`src/rtl/rgb_pkg.sv`:
```
// Shared types, default palette and cross-fade helper for the RGB colour sequencer.
package rgb_pkg;

    typedef struct packed {
        logic [7:0] r;
        logic [7:0] g;
        logic [7:0] b;
    } rgb_t;

    localparam int MAX_COLORS = 16;
    localparam int MAX_IW     = $clog2(MAX_COLORS);

    // Red, yellow, green, cyan, blue, magenta; unused slots are dark.
    localparam rgb_t PALETTE [MAX_COLORS] = '{
        rgb_t'(24'hFF0000), rgb_t'(24'hFFFF00), rgb_t'(24'h00FF00), rgb_t'(24'h00FFFF),
        rgb_t'(24'h0000FF), rgb_t'(24'hFF00FF), rgb_t'(24'h000000), rgb_t'(24'h000000),
        rgb_t'(24'h000000), rgb_t'(24'h000000), rgb_t'(24'h000000), rgb_t'(24'h000000),
        rgb_t'(24'h000000), rgb_t'(24'h000000), rgb_t'(24'h000000), rgb_t'(24'h000000)
    };

    // Linear mix of one channel: frac = 0 yields cur exactly, the sum never exceeds 255*256.
    function automatic logic [7:0] blend_ch(input logic [7:0] cur,
                                            input logic [7:0] nxt,
                                            input logic [7:0] frac);
        logic [15:0] acc;
        acc = 16'(cur) * (16'd256 - 16'(frac)) + 16'(nxt) * 16'(frac);
        return acc[15:8];
    endfunction

    function automatic rgb_t blend(input rgb_t cur, input rgb_t nxt, input logic [7:0] frac);
        rgb_t res;
        res.r = blend_ch(cur.r, nxt.r, frac);
        res.g = blend_ch(cur.g, nxt.g, frac);
        res.b = blend_ch(cur.b, nxt.b, frac);
        return res;
    endfunction

endpackage

```
`src/rtl/pwm_channel.sv`:
```
// One PWM colour channel: latches its level at the period boundary and drives an active-low pin.
module pwm_channel #(
    parameter int PWM_BITS = 8
) (
    input  logic                clk,
    input  logic                rst,
    input  logic [PWM_BITS-1:0] pwm_cnt,
    input  logic                latch,
    input  logic [7:0]          level,
    input  logic                blank,
    output logic                led_n
);

    logic [7:0] level_q, level_d;
    logic       led_n_q, led_n_d;
    logic [8:0] thresh;

    // Level capture at the period boundary and the registered pin compare.
    always_comb begin
        level_d = latch ? level : level_q;
        // pwm_cnt < level[7 -: PWM_BITS] is the same test as (pwm_cnt + 1) << (8 - PWM_BITS) <= level,
        // which keeps the full 8-bit level meaningful for any PWM_BITS.
        thresh  = (9'(pwm_cnt) + 9'd1) << (8 - PWM_BITS);
        led_n_d = blank | ~(thresh <= {1'b0, level_q});
    end

    // Level and pin registers; the pin resets dark.
    always_ff @(posedge clk or negedge rst) begin
        if (!rst) begin
            level_q <= '0;
            led_n_q <= 1'b1;
        end else begin
            // NOTE: non-blocking updates so every flop samples pre-edge values regardless of block order.
            level_q <= level_d;
            led_n_q <= led_n_d;
        end
    end

    assign led_n = led_n_q;

endmodule

```
`src/rtl/rgb_color_sequencer.sv`:
```
// Palette sequencer for an active-low RGB LED: step or cross-fade through N_COLORS entries with PWM dimming.
module rgb_color_sequencer
    import rgb_pkg::*;
#(
    parameter  int N_COLORS = 6,
    parameter  int PWM_BITS = 8,
    parameter  int TICK_DIV = 46875,
    localparam int IW       = $clog2(N_COLORS)
) (
    input  logic          clk,
    input  logic          rst,
    input  logic          enable,
    input  logic          fade,
    input  logic          blank,
    input  logic          load,
    input  logic [IW-1:0] load_idx,
    output logic [IW-1:0] color_idx,
    output logic          step,
    output logic          wrap,
    output logic          RGB_R,
    output logic          RGB_G,
    output logic          RGB_B
);

    localparam int            TW        = (TICK_DIV > 1) ? $clog2(TICK_DIV) : 1;
    localparam int            P         = (1 << PWM_BITS) - 1;
    localparam logic [TW-1:0] TICK_LAST = TW'(TICK_DIV - 1);
    localparam logic [IW-1:0] LAST_IDX  = IW'(N_COLORS - 1);

    logic [TW-1:0]       tick_cnt_q, tick_cnt_d;
    logic [7:0]          frac_q, frac_d;
    logic [IW-1:0]       idx_q, idx_d, nxt_idx;
    logic                step_q, step_d, wrap_q, wrap_d;
    logic [PWM_BITS-1:0] pwm_cnt_q, pwm_cnt_d;
    logic                tick, pwm_latch;
    rgb_t                cur_rgb, nxt_rgb, target;

    assign tick      = enable && (tick_cnt_q == TICK_LAST);
    assign nxt_idx   = (idx_q == LAST_IDX) ? '0 : idx_q + IW'(1);
    assign pwm_latch = (pwm_cnt_q == PWM_BITS'(P - 1));

    // Index/fraction/tick sequencing; a load wins over a coincident advance and never pulses step/wrap.
    always_comb begin
        // NOTE: defaults first, so no branch can leave a signal unassigned and infer a latch.
        tick_cnt_d = tick_cnt_q;
        frac_d     = frac_q;
        idx_d      = idx_q;
        step_d     = 1'b0;
        wrap_d     = 1'b0;
        if (load) begin
            idx_d      = (32'(load_idx) < 32'(N_COLORS)) ? load_idx : '0;
            frac_d     = '0;
            tick_cnt_d = '0;
        end else if (enable) begin
            tick_cnt_d = tick ? '0 : tick_cnt_q + TW'(1);
            if (tick) begin
                frac_d = frac_q + 8'd1;
                if (frac_q == 8'hFF) begin
                    idx_d  = nxt_idx;
                    step_d = 1'b1;
                    wrap_d = (idx_q == LAST_IDX);
                end
            end
        end
    end

    // Free-running PWM period counter and the per-channel target level.
    always_comb begin
        pwm_cnt_d = pwm_latch ? '0 : pwm_cnt_q + PWM_BITS'(1);
        cur_rgb   = PALETTE[MAX_IW'(idx_q)];
        nxt_rgb   = PALETTE[MAX_IW'(nxt_idx)];
        target    = fade ? blend(cur_rgb, nxt_rgb, frac_q) : cur_rgb;
    end

    // Sequencer and PWM counter state.
    always_ff @(posedge clk or negedge rst) begin
        if (!rst) begin
            tick_cnt_q <= '0;
            frac_q     <= '0;
            idx_q      <= '0;
            step_q     <= 1'b0;
            wrap_q     <= 1'b0;
            pwm_cnt_q  <= '0;
        end else begin
            tick_cnt_q <= tick_cnt_d;
            frac_q     <= frac_d;
            idx_q      <= idx_d;
            step_q     <= step_d;
            wrap_q     <= wrap_d;
            pwm_cnt_q  <= pwm_cnt_d;
        end
    end

    assign color_idx = idx_q;
    assign step      = step_q;
    assign wrap      = wrap_q;

    pwm_channel #(.PWM_BITS(PWM_BITS)) u_red (
        .clk(clk), .rst(rst), .pwm_cnt(pwm_cnt_q), .latch(pwm_latch),
        .level(target.r), .blank(blank), .led_n(RGB_R)
    );

    pwm_channel #(.PWM_BITS(PWM_BITS)) u_green (
        .clk(clk), .rst(rst), .pwm_cnt(pwm_cnt_q), .latch(pwm_latch),
        .level(target.g), .blank(blank), .led_n(RGB_G)
    );

    pwm_channel #(.PWM_BITS(PWM_BITS)) u_blue (
        .clk(clk), .rst(rst), .pwm_cnt(pwm_cnt_q), .latch(pwm_latch),
        .level(target.b), .blank(blank), .led_n(RGB_B)
    );

endmodule

```
`config.mk`:
```
export PLATFORM = sky130hd
export DESIGN_NAME = rgb_color_sequencer
export DESIGN_NICKNAME = d
export VERILOG_FILES = /design/src/rtl/rgb_pkg.sv /design/src/rtl/pwm_channel.sv /design/src/rtl/rgb_color_sequencer.sv
export SDC_FILE = /design/constraint.sdc
export NUM_CORES = 1
export LEC_CHECK = 0
export ABC_AREA = 1
export BUFFER_PORTS_ARGS = -buffer_cell sky130_fd_sc_hd__buf_2
export CAP_MARGIN = 30
export CORE_MARGIN = 5
export CORE_UTILIZATION = 40
export CTS_CLUSTER_DIAMETER = 60
export CTS_CLUSTER_SIZE = 8
export DETAILED_ROUTE_END_ITERATION = 7
export GPL_ROUTABILITY_DRIVEN = 0
export SETUP_SLACK_MARGIN = 0.4
export SLEW_MARGIN = 20
export SYNTH_ARGS = -nofsm -noshare
export SYNTH_HDL_FRONTEND = slang
export SYNTH_SLANG_ARGS = --single-unit
```
`constraint.sdc`:
```
create_clock -name clk -period 13.5 [get_ports clk]
set_input_delay 1.35 -clock clk [delete_from_list [all_inputs] [get_ports clk]]
set_output_delay 1.35 -clock clk [all_outputs]
set_load 0.01 [all_outputs]
```
==> results_dict.tcl <==
set metrics [dict create \
    grt_use_met3_pct 1.71 \
    avgSynthCellArea_um2 8.21 \
    syn_area_mm2 0.0140 \
    cts_setup_buffers 0 \
    synth_seq_cells 64 \
    crit_required_ps 13750 \
    ys.flop_type "dfrtp_1" \
    synth_common_cells "inv_1, nand2_1, fa_1, ha_1, nor2_1" \
    async_flop_share_pct 100 \
    postSynthCellCount 1705 \
    setup.worst_path.class "flip-flop to flip-flop" \
    placementRows 68 \
    whs_endpoint "tick_cnt_q[14]$_DFFE_PN0P_" \
    slew_headroom_pct 43.2 \
    routed_wl_um 33100 \
    drv_cap 0 \
    synth_edf_count 0 \
    hold_depth 1 \
    worstSkewPairLatency_ps 330 \
    synth_top_area_cell "fa_1" \
    holdBufCountCts 0 \
    critPathMaxFanout 12 \
    firstDrtPassIters 6 \
    cts_tree "done" \
    swShare_pct 31.7 \
    nFillCells 3529 \
    power.switching_w 0.000182 \
    r2r-start "color_idx[0]$_DFFE_PN0P_" \
    fin_tns_setup_ps 0 \
    dp.cells 2166 \
    power_density_mw_per_mm2 38.7 \
    hold_start "tick_cnt_q[14]$_DFFE_PN0P_" \
    yosysSeqAreaShare_pct 11.5 \
    finClkSkew_ps 11.1 \
    cts_max_level 3 \
    clk_pin_slew_ps 60 \
    grt_pass1_wl_um 56400 \
    grt_use_met1_pct 25.5 \
    ant_nets 0 \
    synth_most_common_cell "inv_1" \
    route.vias.total 10500 \
    rsz0062_at_grt "false" \
    setup_viol 0 \
    slew_violations 0 \
    hold_violations 0 \
    internal_power_w 0.000394 \
    io_pins 17 \
    final_area_mm2 0.0149 \
    clock-root-buffer "clkbuf_16" \
    ys_types 44 \
    status "completed" \
    antenna_found_initial 0 \
    top_usage_layer "met2" \
    floorplan.initialDensity_pct 40.5 \
    crit_path_end_kind "flip-flop" \
    antennaDiodeCount 0 \
    cts.path.max_buffers 2 \
    ys_warn_count 0 \
    pwr-share-seq_pct 35.8 \
    post_cts_resized 0 \
    period_share_pct 50.8 \
    synthesis.nets 2146 \
    grt_use_met2_pct 30.6 \
    rrSetupSlack_ps 6640 \
    pwr-share-clk_pct 39.8 \
    grt_max_degree 65 \
    coreArea_mm2 0.0345 \
    numCtsBuffers 9 \
    max_freq_ghz 0.146 \
    comb_power_share_pct 24.3 \
    cp-start-kind "flip-flop" \
    grt_use_total_pct 17.9 \
    fin_nets 2164 \
    p_total_w 0.000576 \
    grt_pass1_vias 11300 \
    synth_top_area_share_pct 34.0 \
    final_cells 2182 \
    irDropWorstVdd_mv 0.0531 \
    drt-initial-drc-count 611 \
    hold_path_class "flip-flop to flip-flop" \
    die-area_mm2 0.0388 \
    overflow 0 \
    synth_area_leaders "fa_1, ha_1, inv_1" \
    die_w_um 197 \
    dp_hpwl_um 29200 \
    leakage_nw 8.43 \
    rr_worst_depth 26 \
    route.detailed.vias_per_inst 4.82 \
    syn_to_final_growth_pct 6.50 \
    drc_errors 0 \
    cts.sinks 64 \
    portBuffers 16 \
    cp.arrival_ps 7110 \
    drive_above_1_share_pct 3.18 \
    final.min_clock_period_ps 6860 \
    die_y_um 197 \
    placed_area_mm2 0.0146 \
    crit-reg2reg-capture "u_blue.level_q[7]$_DFFE_PN0N_" \
    wl_per_cell_um 15.2 \
    tightest_slew_ps 846 \
]
## area by class of cell
| type | count | area (um2) | area share, % |
|---|---|---|---|
| inverter | 511 | 1920 | 12.9 |
| clock inverter | 4 | 45.0 | 0.302 |
| clock buffer | 11 | 243 | 1.63 |
| tap | 455 | 569 | 3.82 |
| sequential | 64 | 1610 | 10.8 |
| multi-input combinational | 1119 | 10400 | 69.8 |
| timing repair buffer | 18 | 115 | 0.772 |
## flip-flops by register name, summed over array words and instances, names as in the netlist
signal,count
u_green.level_q,8
step,1
wrap,1
color_idx,3
pwm_cnt_q,8
u_green.led_n,1
u_red.level_q,8
u_blue.led_n,1
tick_cnt_q,16
u_red.led_n,1
u_blue.level_q,8
frac_q,8
## worst max path at each step
stage | startpoint | endpoint | slack [ps] | cells past startpoint
after floorplan | frac_q[0]$_DFFE_PN0P_ | u_blue.level_q[5]$_DFFE_PN0N_ | 7450 | 29
after global placement | color_idx[1]$_DFFE_PN0P_ | u_blue.level_q[7]$_DFFE_PN0N_ | 6800 | 27
after detailed placement | color_idx[2]$_DFFE_PN0P_ | u_blue.level_q[7]$_DFFE_PN0N_ | 6730 | 27
after CTS | color_idx[2]$_DFFE_PN0P_ | u_blue.level_q[7]$_DFFE_PN0N_ | 6700 | 27
after global routing | color_idx[0]$_DFFE_PN0P_ | u_blue.level_q[7]$_DFFE_PN0N_ | 6190 | 26
final | color_idx[0]$_DFFE_PN0P_ | u_blue.level_q[7]$_DFFE_PN0N_ | 6640 | 26
## per-stage QoR
step	hold WS [ps]	utilization (%)	worst slack, ps
final	522	43.1	6640
after global placement	508	42.2	6800
after floorplan	476	-	7450
after global routing	554	43.1	6190
after CTS	528	43.1	6700
after detailed placement	517	42.2	6730
## layer usage
metal,routed length [um],vias to the layer above,share of wire [%]
li1,-,5147,-
met1,15700,5125,47
met2,15800,207,48
met3,1170,29,3.6
met4,442,0,1.3
met5,0,-,0
## logic make-up (layout without fill, tap and decap cells)
group / Yosys count / count (layout) / share of synthesized area (%)
xor+xnor: 20 / 20 / 1.25
compound gates: 154 / 154 / 6.04
simple gates: 513 / 513 / 15.7
fa+ha+maj: 432 / 432 / 51.4
buf+inv: 522 / 544 / 14.2
flops: 64 / 64 / 11.5
## cell usage in the layout, fill, tap and decap left out, types with 2 or more instances in the layout
cell / count
nor2_2: 6
xor2_1: 16
nor3b_1: 3
clkbuf_16: 9
clkinv_2: 3
nor3_2: 2
nor3_1: 25
inv_2: 3
o31ai_1: 3
o21bai_1: 6
nor4_1: 2
nand3_1: 61
a22oi_1: 4
dfstp_2: 3
inv_1: 505
dfrtp_1: 61
o21ai_0: 36
nand2_1: 239
a211oi_1: 2
clkinv_1: 3
o21a_1: 3
nor2_1: 144
fa_1: 238
ha_1: 194
buf_2: 16
a21oi_1: 87
nand3b_1: 7
nand2_2: 4
a21boi_0: 2
and2_1: 2
nor2_4: 2
a21o_1: 3
nand4_1: 12
xnor2_1: 4
a31oi_1: 4
## worst max-delay path, stage by stage, from the launching register on
cell	delay [ps]
dfrtp_1	490
nand2_1	130
nand2_1	330
nand2_1	410
nor2_1	520
inv_1	190
fa_1	570
inv_1	90
fa_1	510
inv_1	50
fa_1	510
inv_1	50
fa_1	460
fa_1	540
inv_1	50
fa_1	520
inv_1	40
ha_1	340
a21oi_1	200
o21ai_0	100
a21oi_1	130
nand2_1	110
nand2_1	90
nand2_1	50
nand2_1	60
nand3_1	60
a21oi_1	150
## power groups by stage
stage	Combinational (W)	Clock, W	Sequential [W]
floorplan	0.0000989	0	0.000208
global placement	0.000136	0	0.000209
detailed placement	0.000139	0	0.000210
CTS	0.000140	0.000235	0.000206
global route	0.000162	0.000242	0.000207
finish	0.000140	0.000229	0.000207
No activity file was read; power rests on OpenSTA's default activity.
